$ cat config.mk
export PLATFORM = sky130hd
export DESIGN_NAME = down_counter_flat
export DESIGN_NICKNAME = d
export VERILOG_FILES = /design/src/rtl/down_counter_if.sv /design/src/rtl/down_counter.sv /design/src/flat_wrapper.sv
export SDC_FILE = /design/constraint.sdc
export NUM_CORES = 1
export LEC_CHECK = 0
export CAP_MARGIN = 15
export CELL_PAD_IN_SITES_DETAIL_PLACEMENT = 1
export CELL_PAD_IN_SITES_GLOBAL_PLACEMENT = 1
export CORE_MARGIN = 1
export CORE_UTILIZATION = 42
export CTS_BUF_LIST = sky130_fd_sc_hd__clkbuf_2 sky130_fd_sc_hd__clkbuf_4 sky130_fd_sc_hd__clkbuf_8
export DETAILED_ROUTE_END_ITERATION = 6
export HOLD_SLACK_MARGIN = 0.15
export PLACE_DENSITY_LB_ADDON = 0.12
export REMOVE_ABC_BUFFERS = 1
export SETUP_SLACK_MARGIN = 0.4
export SYNTH_ARGS = -nofsm -noshare
export SYNTH_HDL_FRONTEND = slang
export SYNTH_SLANG_ARGS = --single-unit
$ cat constraint.sdc
create_clock -name Clk -period 4.2 [get_ports Clk]
set_input_delay 0.63 -clock Clk [delete_from_list [all_inputs] [get_ports Clk]]
set_output_delay 0.63 -clock Clk [all_outputs]
set_load 0.02 [all_outputs]
$ cat src/rtl/down_counter_if.sv
// Bus bundle for down_counter: load/select/enable controls in, both channel
// counts and their zero/terminal-count flags out.
//   master : drives Load, Slt, En, Din; observes counts and flags
//   slave  : the counter itself
interface down_counter_if;
  logic        Load;
  logic        Slt;
  logic        En;
  logic [63:0] Din;
  logic [63:0] Output0;
  logic [63:0] Output1;
  logic        Zero0;
  logic        Zero1;
  logic        Done0;
  logic        Done1;

  modport master (
    output Load, Slt, En, Din,
    input  Output0, Output1, Zero0, Zero1, Done0, Done1
  );

  modport slave (
    input  Load, Slt, En, Din,
    output Output0, Output1, Zero0, Zero1, Done0, Done1
  );
endinterface

$ cat src/rtl/down_counter.sv
// Two-channel 64-bit down counter.
//   Channel 0 decrements once per enabled edge; channel 1 decrements once per
//   PRESCALE enabled edges. Only the channel chosen by Slt is touched at an
//   edge; Load beats En. At zero a channel saturates, or with AUTO_RELOAD
//   reloads the value last loaded into it.
// Ports:
//   Clk            rising-edge clock
//   Reset          asynchronous active-low reset
//   bus.Load/Slt/En/Din      control and load value
//   bus.Output0/Output1      registered channel counts
//   bus.Zero0/Zero1          combinational count==0 flags
//   bus.Done0/Done1          registered one-cycle 1->0 decrement pulses
module down_counter #(
  parameter int unsigned PRESCALE    = 4,
  parameter bit          AUTO_RELOAD = 1'b0
) (
  input  logic           Clk,
  input  logic           Reset,
  down_counter_if.slave  bus
);

  localparam int unsigned CNT_W = 64;
  localparam int unsigned PRE_W = (PRESCALE > 1) ? $clog2(PRESCALE) : 1;
  localparam logic [PRE_W-1:0] PRE_LAST = PRE_W'(PRESCALE - 1);

  logic [CNT_W-1:0] out0_q, out0_d, out1_q, out1_d;
  logic [CNT_W-1:0] rel0_q, rel0_d, rel1_q, rel1_d;
  logic [PRE_W-1:0] pre1_q, pre1_d;
  logic             done0_q, done0_d, done1_q, done1_d;

  // Value after a decrement event: subtract, saturate at zero, or reload.
  function automatic logic [CNT_W-1:0] dec_val(input logic [CNT_W-1:0] cur,
                                               input logic [CNT_W-1:0] rel);
    if (cur != '0)
      return cur - CNT_W'(1);
    else if (AUTO_RELOAD)
      return rel;
    else
      return '0;
  endfunction

  // Next-state logic for both channels.
  always_comb begin
    out0_d  = out0_q;
    out1_d  = out1_q;
    rel0_d  = rel0_q;
    rel1_d  = rel1_q;
    pre1_d  = pre1_q;
    done0_d = 1'b0;
    done1_d = 1'b0;

    if (bus.Load) begin
      if (!bus.Slt) begin
        out0_d = bus.Din;
        rel0_d = bus.Din;
      end else begin
        out1_d = bus.Din;
        rel1_d = bus.Din;
        pre1_d = '0;
      end
    end else if (bus.En) begin
      if (!bus.Slt) begin
        out0_d  = dec_val(out0_q, rel0_q);
        done0_d = (out0_q == CNT_W'(1));
      end else if (pre1_q == PRE_LAST) begin
        // Last prescale step: wrap prescaler and take the decrement event.
        pre1_d  = '0;
        out1_d  = dec_val(out1_q, rel1_q);
        done1_d = (out1_q == CNT_W'(1));
      end else begin
        pre1_d = pre1_q + PRE_W'(1);
      end
    end
  end

  // State registers.
  always_ff @(posedge Clk or negedge Reset) begin
    if (!Reset) begin
      out0_q  <= '0;
      out1_q  <= '0;
      rel0_q  <= '0;
      rel1_q  <= '0;
      pre1_q  <= '0;
      done0_q <= 1'b0;
      done1_q <= 1'b0;
    end else begin
      out0_q  <= out0_d;
      out1_q  <= out1_d;
      rel0_q  <= rel0_d;
      rel1_q  <= rel1_d;
      pre1_q  <= pre1_d;
      done0_q <= done0_d;
      done1_q <= done1_d;
    end
  end

  assign bus.Output0 = out0_q;
  assign bus.Output1 = out1_q;
  assign bus.Done0   = done0_q;
  assign bus.Done1   = done1_q;
  assign bus.Zero0   = (out0_q == '0);
  assign bus.Zero1   = (out1_q == '0);

endmodule

$ cat src/flat_wrapper.sv
// flat-port wrapper written by rule: the top's interface ports become plain ports
module down_counter_flat 
#(
  parameter int unsigned PRESCALE    = 4,
  parameter bit          AUTO_RELOAD = 1'b0
)
  (Clk, Reset, bus_Load, bus_Slt, bus_En, bus_Din, bus_Output0, bus_Output1, bus_Zero0, bus_Zero1, bus_Done0, bus_Done1);
  down_counter_if bus_i ();
  input  logic Clk;
  input  logic Reset;
  input wire logic [$bits(bus_i.Load)-1:0] bus_Load;
  input wire logic [$bits(bus_i.Slt)-1:0] bus_Slt;
  input wire logic [$bits(bus_i.En)-1:0] bus_En;
  input wire logic [$bits(bus_i.Din)-1:0] bus_Din;
  output wire logic [$bits(bus_i.Output0)-1:0] bus_Output0;
  output wire logic [$bits(bus_i.Output1)-1:0] bus_Output1;
  output wire logic [$bits(bus_i.Zero0)-1:0] bus_Zero0;
  output wire logic [$bits(bus_i.Zero1)-1:0] bus_Zero1;
  output wire logic [$bits(bus_i.Done0)-1:0] bus_Done0;
  output wire logic [$bits(bus_i.Done1)-1:0] bus_Done1;
  assign bus_i.Load = bus_Load;
  assign bus_i.Slt = bus_Slt;
  assign bus_i.En = bus_En;
  assign bus_i.Din = bus_Din;
  assign bus_Output0 = bus_i.Output0;
  assign bus_Output1 = bus_i.Output1;
  assign bus_Zero0 = bus_i.Zero0;
  assign bus_Zero1 = bus_i.Zero1;
  assign bus_Done0 = bus_i.Done0;
  assign bus_Done1 = bus_i.Done1;
  down_counter #(.PRESCALE(PRESCALE), .AUTO_RELOAD(AUTO_RELOAD)) u_core (.Clk(Clk), .Reset(Reset), .bus(bus_i));
endmodule
==> flow_metrics.env, run 1 <==
export IMPL_status="finished, final reports clean"
export IMPL_final_nets=1276
export IMPL_synth_warnings=0
export IMPL_cp_required_ns=3.57
export IMPL_synth_main_ff_cell="dfrtp_1"
export IMPL_drive_above_1_share_pct=8.73
export IMPL_cp_arrival_ns=2.97
export IMPL_ios=201
export IMPL_tightest_slew_ns=0.994
export IMPL_cts_made_buffers=17
export IMPL_pwr_density_cell_nw_per_um2=402
export IMPL_critPathLaunch="u_core.bus.Output0[33]"
export IMPL_reg2reg_depth=11
export IMPL_gp_congestion=0.913
export IMPL_grt_total_usage_pct=35.6
export IMPL_netlist_instances=1024
export IMPL_postSynth_asyncResetShare_pct=100
export IMPL_ys_ff_latch=132
export IMPL_fmax_mhz=278
export IMPL_ir_drop_uv=209
export IMPL_htree_levels=4
export IMPL_drv_slew=0
export IMPL_crit_path_max_fanout=6
export IMPL_hpwlAfterDp_um=26900
export IMPL_area_growth_pct=32.4
export IMPL_grt_first_pass_wirelength_um=57900
export IMPL_worstSkewPairLatency_ns=0.47
export IMPL_worstSetupPathType="reg2out"
export IMPL_drt_total_wl_um=37400
export IMPL_yosys_top_cells_area="dfrtp_1 38%, o21ai_0 5.0%, a22oi_1 4.3%, nand3_1 3.9%, nand2_1 3.7%"
export IMPL_start_kind="flip-flop"
export IMPL_core_um2=20200
export IMPL_fin_tns_setup_ns=0
export IMPL_yosysTopAreaCell="dfrtp_1"
export IMPL_rsz0062_at_grt="no"
export IMPL_finalHoldViolations=0
export IMPL_max_slew_margin_pct=33.5
export IMPL_timing_final_crit_share_pct=85.8
export IMPL_power_leakage_uw=0.00407
export IMPL_synth_top_area_share_pct=38.3
export IMPL_die_h_um=145
export IMPL_fin_crit_ns=3.60
export IMPL_layout_setup_ws_ns=0.598
export IMPL_synthTopCellsByCount="132 x dfrtp_1, 86 x o21ai_0, 85 x nand2_1"
export IMPL_io_buffers=200
export IMPL_cts_path_max_buffers=2
export IMPL_clock_root_buffer="clkbuf_8"
export IMPL_die_w_um=145
export IMPL_routed_via_density=6.58
export IMPL_syn_area_per_cell_um2=8.43
export IMPL_drc=0
export IMPL_drv_cap=0
export IMPL_synth_area_um2=8630
export IMPL_cts_tree="yes"
export IMPL_synth_edf_count=0
export IMPL_clock_skew_ns=0.0185
export IMPL_r2r_end="u_core.bus.Output1[45]"
export IMPL_cts_hold_buf=0
export IMPL_vias=9770
export IMPL_ant_nets=0
export IMPL_clkTransAtPathRegs_ns=0.08
export IMPL_finalSetupViolCount=0
export IMPL_reg2reg_slack_ns=0.81
export IMPL_antenna_found_initial=2
export IMPL_dieArea_um2=21100
export IMPL_overflow=0
export IMPL_drt_first_pass_iters=5
export IMPL_grt_max_degree=92
export IMPL_synthMostInstantiatedCell="dfrtp_1"
export IMPL_rows=52
export IMPL_clkSinkCount=132
export IMPL_drt_initial_drc_count=950
export IMPL_timing_rr_start="u_core.bus.Output1[0]"
export IMPL_initial_core_util_pct=42.8
export IMPL_yosysSeqAreaShare_pct=38.3
export IMPL_wl_per_cell_um=25.2
export IMPL_crit_path_end_kind="output port"
export IMPL_yosysUniqueCellTypes=71
export IMPL_dpl_worst_slack_ns=0.522
export IMPL_hp_class="in2async"
export IMPL_grt_pass1_vias=9562
[worst max path at each step]
| stage | to | depth (start not counted) | slack, ns |
|---|---|---|---|
| 6_report | bus_Zero0 | 5 | 0.60 |
| 5_1_grt | bus_Zero0 | 5 | 0.51 |
| 4_1_cts | bus_Zero0 | 5 | 0.40 |
| 3_5_place_dp | bus_Zero0 | 5 | 0.52 |
| 3_3_place_gp | bus_Zero0 | 5 | 0.59 |
| 2_1_floorplan | u_core.bus.Output1[10] | 8 | 0.79 |
[cell families (layout without fill, tap and decap cells)]
| logic type | count (synthesis) | after routing | share of synthesized area [%] |
|---|---|---|---|
| AO/OA/AOI/OAI | 329 | 329 | 26.8 |
| XOR/XNOR | 1 | 1 | 0.101 |
| adder cells (fa/ha/maj) | 5 | 5 | 0.725 |
| buffers and inverters | 101 | 291 | 4.84 |
| flip-flops | 132 | 132 | 38.3 |
| multiplexers | 12 | 12 | 1.42 |
| other | 0 | 1 | 0 |
| AND/OR/NAND/NOR | 444 | 444 | 27.8 |
[layer usage]
metal | routed length, um | up-vias | track usage, % | part of all wire (%)
met3 | 3550 | 58 | 8.78 | 9.5
met1 | 16000 | 4910 | 50.1 | 43
met4 | 660 | 0 | 8.16 | 1.8
met2 | 17200 | 447 | 55.1 | 46
met5 | 0 | - | 0 | 0
li1 | - | 4355 | - | -
[cells in the final DEF, fill, tap and decap left out, types with 22 or more instances in the layout]
master	n
nor4_1	29
clkdlybuf4s50_1	196
a21oi_1	36
nand3_1	67
o21ai_0	86
a22oi_1	49
or3_1	30
buf_4	34
inv_1	26
dfrtp_1	132
or4_1	22
nor3_1	62
nand2_1	84
nor2_1	63
[stage by stage]
stage	instances	hold slack [ns]	area (um^2)	total power, uW	utilization [%]
2_1_floorplan	949	0.334	8310	2420	-
3_3_place_gp	1452	0.519	10900	3180	54.1
3_5_place_dp	1452	0.540	10900	3220	54.1
4_1_cts	1484	0.200	11400	4590	56.7
5_1_grt	1484	0.224	11400	4770	56.7
6_report	1485	0.170	11400	4590	56.7
[critical path: stages, from the launching register on]
cell and delay, ns:
dfrtp_1 0.44, or4_1 0.63, or3_1 0.49, or3_4 0.48, nor4_2 0.24, clkbuf_2 0.23
[flip-flops by register name, indices dropped and copies added, names as in the netlist]
register            cells
u_core.bus.Output0     64
u_core.bus.Done0        1
u_core.bus.Output1     64
u_core.bus.Done1        1
u_core.pre1_q           2
[area by class of cell]
cell class	count	area [um^2]
clock buffers	19	262
well taps	270	338
repair buffers	234	2250
inverters	26	97.6
clock inverters	12	226
flip-flops and latches	132	3300
multi-input cells	791	4950
fillers	2353	8740
diodes	1	2.50
[what timing repair did]
| action | CTS | global route |
|---|---|---|
| gates resized for setup | 5 | 4 |
| pin swaps | 1 | 0 |
| endpoints found under the setup margin | 2 | 2 |
| buffers inserted | 1 | 0 |
[where the power goes]
| group | total, uW | switching [uW] | leakage [uW] | internal, uW |
|---|---|---|---|---|
| clock network | 1370 | 572 | 0.000238 | 798 |
| logic | 1420 | 778 | 0.00233 | 646 |
| registers | 1800 | 335 | 0.00150 | 1460 |
(Power assumes the default switching activity.)
==> run 2: changes to the inputs <==
RECOVER_POWER = 100   (was not set)
==> flow_metrics.env, run 2 (synthesis gave the netlist of run 1 again) <==
export IMPL_status="complete, but fails checks"
export IMPL_violations="capacitance limit, slew limit"
export IMPL_ios=201
export IMPL_cp_required_ns=3.57
export IMPL_core_um2=20200
export IMPL_dieArea_um2=21100
export IMPL_vias=9772
export IMPL_area_growth_pct=31.7
export IMPL_r2r_end="u_core.bus.Output0[35]"
export IMPL_worstSkewPairLatency_ns=0.47
export IMPL_tightest_slew_ns=1.96
export IMPL_timing_final_crit_share_pct=89.0
export IMPL_drv_slew=154
export IMPL_placed_area_um2=10900
export IMPL_cts_made_buffers=17
export IMPL_clkTransAtPathRegs_ns=0.09
export IMPL_hpwlAfterDp_um=26900
export IMPL_final_common_cell="dfrtp_1"
export IMPL_ant_nets=0
export IMPL_grt_max_degree=92
export IMPL_hold_end="u_core.bus.Output0[63]"
export IMPL_routed_via_density=6.58
export IMPL_io_buffers=200
export IMPL_htree_levels=4
export IMPL_initial_core_util_pct=42.8
export IMPL_hp_class="reg2reg"
export IMPL_start_kind="flip-flop"
export IMPL_final_nets=1276
export IMPL_die_w_um=145
export IMPL_rsz0062_at_grt="no"
export IMPL_gp_congestion=0.913
export IMPL_reg2reg_depth=10
export IMPL_timing_rr_start="u_core.bus.Output0[0]"
export IMPL_grt_total_usage_pct=35.6
export IMPL_cp_arrival_ns=3.11
export IMPL_stdcell_area_um2=11400
export IMPL_power_leakage_uw=0.00401
export IMPL_die_h_um=145
export IMPL_cts_tree="yes"
export IMPL_finalSetupViolCount=0
export IMPL_rows=52
export IMPL_clkSinkCount=132
export IMPL_layout_common_cells="132 x dfrtp_1, 131 x dlygate4sd3_1, 87 x o21ai_0"
export IMPL_p_total_uw=4510
export IMPL_fmax_mhz=267
export IMPL_fin_tns_setup_ns=0
export IMPL_hold_start="u_core.bus.Output0[63]"
export IMPL_drive_above_1_share_pct=7.83
export IMPL_drt_initial_drc_count=875
export IMPL_wl_per_cell_um=25.1
export IMPL_overflow=0
export IMPL_crit_path_max_fanout=6
export IMPL_clock_skew_ns=0.0177
export IMPL_n_antenna_cell=0
export IMPL_worstSetupPathType="reg2out"
export IMPL_drc=0
export IMPL_antenna_found_initial=2
export IMPL_cts_hold_buf=0
export IMPL_clock_root_buffer="clkbuf_8"
export IMPL_drt_total_wl_um=37300
export IMPL_grt_pass1_vias=9562
export IMPL_crit_path_end_kind="output port"
export IMPL_reg2reg_slack_ns=0.46
export IMPL_finalHoldViolations=0
export IMPL_drt_first_pass_iters=5
export IMPL_max_slew_margin_pct=-30.6
export IMPL_fin_crit_ns=3.74
export IMPL_cts_path_max_buffers=2
export IMPL_ir_drop_uv=208
export IMPL_drv_cap=4
export IMPL_grt_first_pass_wirelength_um=57900
export IMPL_whs_path_depth=2
export IMPL_pwr_density_cell_nw_per_um2=396
run 2: cell count changes in the layout (fill, tap and decap cells not counted), sizes merged:
cell / delta
dlygate4sd3: +131
clkdlybuf4s50: -131
dlymetal6s2s: -1
diode: -1
clkbuf: +9
buf: -8
run 2: worst max-delay path by stage:
stage,startpoint,endpoint,depth (start not counted)
after floorplan,u_core.bus.Output1[0],u_core.bus.Output1[10],8
after CTS,u_core.bus.Output0[33],bus_Zero0,5
after global routing,u_core.bus.Output0[0],u_core.bus.Output0[35],10
after detailed placement,u_core.bus.Output0[33],bus_Zero0,5
after global placement,u_core.bus.Output0[35],bus_Zero0,5
final,u_core.bus.Output0[33],bus_Zero0,5
run 2: per-layer routing:
layer | global-route usage (%) | routed length (um)
met4 | 8.16 | 659
met2 | 55.1 | 17100
met3 | 8.78 | 3510
met5 | 0 | 0
met1 | 50.1 | 16000
run 2: layout make-up:
cell class,count,area [um^2]
Fill cell,2366,8800
Tap cell,270,338
Clock inverter,12,226
Multi-Input combinational cell,791,4930
Clock buffer,19,262
Inverter,26,97.6
Sequential cell,132,3300
Timing Repair Buffer,234,2210
run 2: stage by stage:
step                      setup slack [ns]  hold slack [ns]  cells  utilization [%]
after floorplan                      0.786            0.334    949                -
after global placement               0.588            0.519   1452             54.1
after detailed placement             0.522            0.540   1452             54.1
after CTS                            0.404            0.200   1484             56.7
after global routing                 0.261            0.583   1484             56.4
final                                0.460            0.551   1484             56.4
run 2: critical path, stage by stage (launching register included):
cell	delay, ns
dfrtp_1	0.43
or4_1	0.63
or3_1	0.49
or3_4	0.47
nor4_1	0.37
clkbuf_2	0.26
run 2: repair_timing:
action | in CTS | in global routing
cloned | 0 | 0
setup endpoints to repair | 2 | 2
pin swaps | 1 | 0
buffers inserted | 1 | 0
gates resized for setup | 5 | 4
run 2: power breakdown:
part           leakage, uW  switching [uW]  total [uW]  internal [uW]
clock             0.000238             571        1370            798
combinational      0.00227             777        1350            570
sequential         0.00150             325        1790           1470
==> run 3: changes to the inputs <==
--- a/config.mk
+++ b/config.mk
@@ -14,5 +14,5 @@
 export DETAILED_ROUTE_END_ITERATION = 6
 export HOLD_SLACK_MARGIN = 0.15
-export PLACE_DENSITY_LB_ADDON = 0.12
+export PLACE_DENSITY_LB_ADDON = 0.08
 export RECOVER_POWER = 100
 export REMOVE_ABC_BUFFERS = 1
==> constraint.sdc (replaced) <==
create_clock -name Clk -period 4.2 [get_ports Clk]
set_input_delay 0.84 -clock Clk [delete_from_list [all_inputs] [get_ports Clk]]
set_output_delay 0.84 -clock Clk [all_outputs]
set_load 0.02 [all_outputs]
==> flow_metrics.env, run 3 (synthesis gave the netlist of run 1 again) <==
export IMPL_status="complete, but fails checks"
export IMPL_violations="capacitance limit, slew limit"
export IMPL_clock_skew_ns=0.00949
export IMPL_worstSkewPairLatency_ns=0.48
export IMPL_fmax_mhz=261
export IMPL_cp_arrival_ns=2.99
export IMPL_cts_tree="yes"
export IMPL_drt_total_wl_um=37500
export IMPL_hp_class="reg2reg"
export IMPL_area_growth_pct=31.0
export IMPL_crit_path_max_fanout=7
export IMPL_pwr_density_cell_nw_per_um2=372
export IMPL_overflow=0
export IMPL_power_leakage_uw=0.00400
export IMPL_cts_path_max_buffers=2
export IMPL_clock_root_buffer="clkbuf_8"
export IMPL_layout_common_cells="132 x dlygate4sd3_1, 132 x dfrtp_1, 87 x o21ai_0"
export IMPL_fillers=2409
export IMPL_dieArea_um2=21100
export IMPL_drt_first_pass_iters=5
export IMPL_fin_tns_setup_ns=0
export IMPL_drt_initial_drc_count=1034
export IMPL_initial_core_util_pct=42.8
export IMPL_worstSetupPathType="reg2out"
export IMPL_wl_per_cell_um=25.2
export IMPL_crit_path_end_kind="output port"
export IMPL_ios=201
export IMPL_htree_levels=4
export IMPL_timing_final_crit_share_pct=91.2
export IMPL_clkSinkCount=132
export IMPL_grt_pass1_vias=9574
export IMPL_finalSetupViolCount=0
export IMPL_final_nets=1280
export IMPL_die_w_um=145
export IMPL_vias=9863
export IMPL_tightest_slew_ns=2.34
export IMPL_ant_nets=0
export IMPL_routed_via_density=6.63
export IMPL_cts_setup_buffers=0
export IMPL_drive_above_1_share_pct=8.62
export IMPL_rows=52
export IMPL_core_um2=20200
export IMPL_start_kind="flip-flop"
export IMPL_n_antenna_cell=0
export IMPL_cts_hold_buf=0
export IMPL_ir_drop_uv=207
export IMPL_cts_made_buffers=17
export IMPL_finalHoldViolations=0
export IMPL_drv_slew=180
export IMPL_grt_total_usage_pct=35.7
export IMPL_clkTransAtPathRegs_ns=0.08
export IMPL_fin_crit_ns=3.83
export IMPL_hold_slack_ns=0.548
export IMPL_antenna_found_initial=0
export IMPL_grt_max_degree=92
export IMPL_rsz0062_at_grt="no"
export IMPL_die_h_um=145
export IMPL_max_slew_margin_pct=-56.1
export IMPL_cp_required_ns=3.36
export IMPL_gp_congestion=0.942
export IMPL_drv_cap=2
export IMPL_drc=0
export IMPL_hpwlAfterDp_um=27200
export IMPL_io_buffers=200
export IMPL_grt_first_pass_wirelength_um=58200
==> run 3: final cells by class <==
| type | instances | area, um^2 | area share, % |
|---|---|---|---|
| Sequential cell | 132 | 3300 | 29.2 |
| Clock inverter | 10 | 83.8 | 0.741 |
| Tap cell | 270 | 338 | 2.99 |
| Timing Repair Buffer | 238 | 2240 | 19.8 |
| Inverter | 26 | 97.6 | 0.863 |
| Clock buffer | 21 | 277 | 2.44 |
| Multi-Input combinational cell | 791 | 4970 | 43.9 |
==> run 3: per-stage QoR <==
step | instances | power [uW] | area, um^2 | utilization [%] | setup slack [ns]
final | 1488 | 4200 | 11300 | 56.1 | 0.370
after global placement | 1457 | 3180 | 11000 | 54.4 | 0.497
after detailed placement | 1457 | 3230 | 11000 | 54.4 | 0.478
after floorplan | 949 | 2420 | 8310 | - | 0.734
after global routing | 1488 | 4370 | 11300 | 56.1 | 0.238
after CTS | 1488 | 4280 | 11400 | 56.3 | 0.287
==> run 3: what timing repair did <==
| item | in CTS | in global routing |
|---|---|---|
| setup endpoints to repair | 2 | 2 |
| pin swaps | 0 | 1 |
| gates resized for setup | 8 | 7 |
==> run 3: routing by layer <==
layer | wire length (um) | track usage (%) | vias to the layer above
li1 | - | - | 4362
met1 | 16300 | 51.1 | 4981
met2 | 17200 | 54.9 | 460
met3 | 3020 | 5.96 | 60
met4 | 905 | 11.9 | 0
met5 | 0 | 0 | -
==> run 3: path summary, 6_finish.rpt <==
check / start / to / slack [ns] / cells past startpoint
hold / removal: u_core.bus.Output0[63] / u_core.bus.Output0[63] / 0.55 / 2
min in group asynchronous: Reset / u_core.bus.Output1[21] / 1.05 / 1
setup reg to reg: u_core.bus.Output0[0] / u_core.bus.Output0[25] / 0.41 / 9
max in group asynchronous: Reset / u_core.bus.Output0[61] / 0.87 / 2
setup / recovery: u_core.bus.Output0[48] / bus_Zero0 / 0.37 / 5
hold reg to reg: u_core.bus.Output0[63] / u_core.bus.Output0[63] / 0.55 / 2
==> run 3: power breakdown <==
| part | total (uW) | internal (uW) | switching [uW] | leakage [uW] |
|---|---|---|---|---|
| logic | 1350 | 574 | 779 | 0.00231 |
| registers | 1790 | 1470 | 329 | 0.00150 |
| clock network | 1060 | 502 | 554 | 0.000188 |
| total | 4200 | 2540 | 1660 | 0.00400 |
==> run 3: critical path, cell delays in order, from the launching register on <==
cell and delay [ns]:
dfrtp_1 0.46, or4_4 0.60, or4_4 0.46, or3_1 0.39, nor4_4 0.18, clkdlybuf4s25_1 0.42
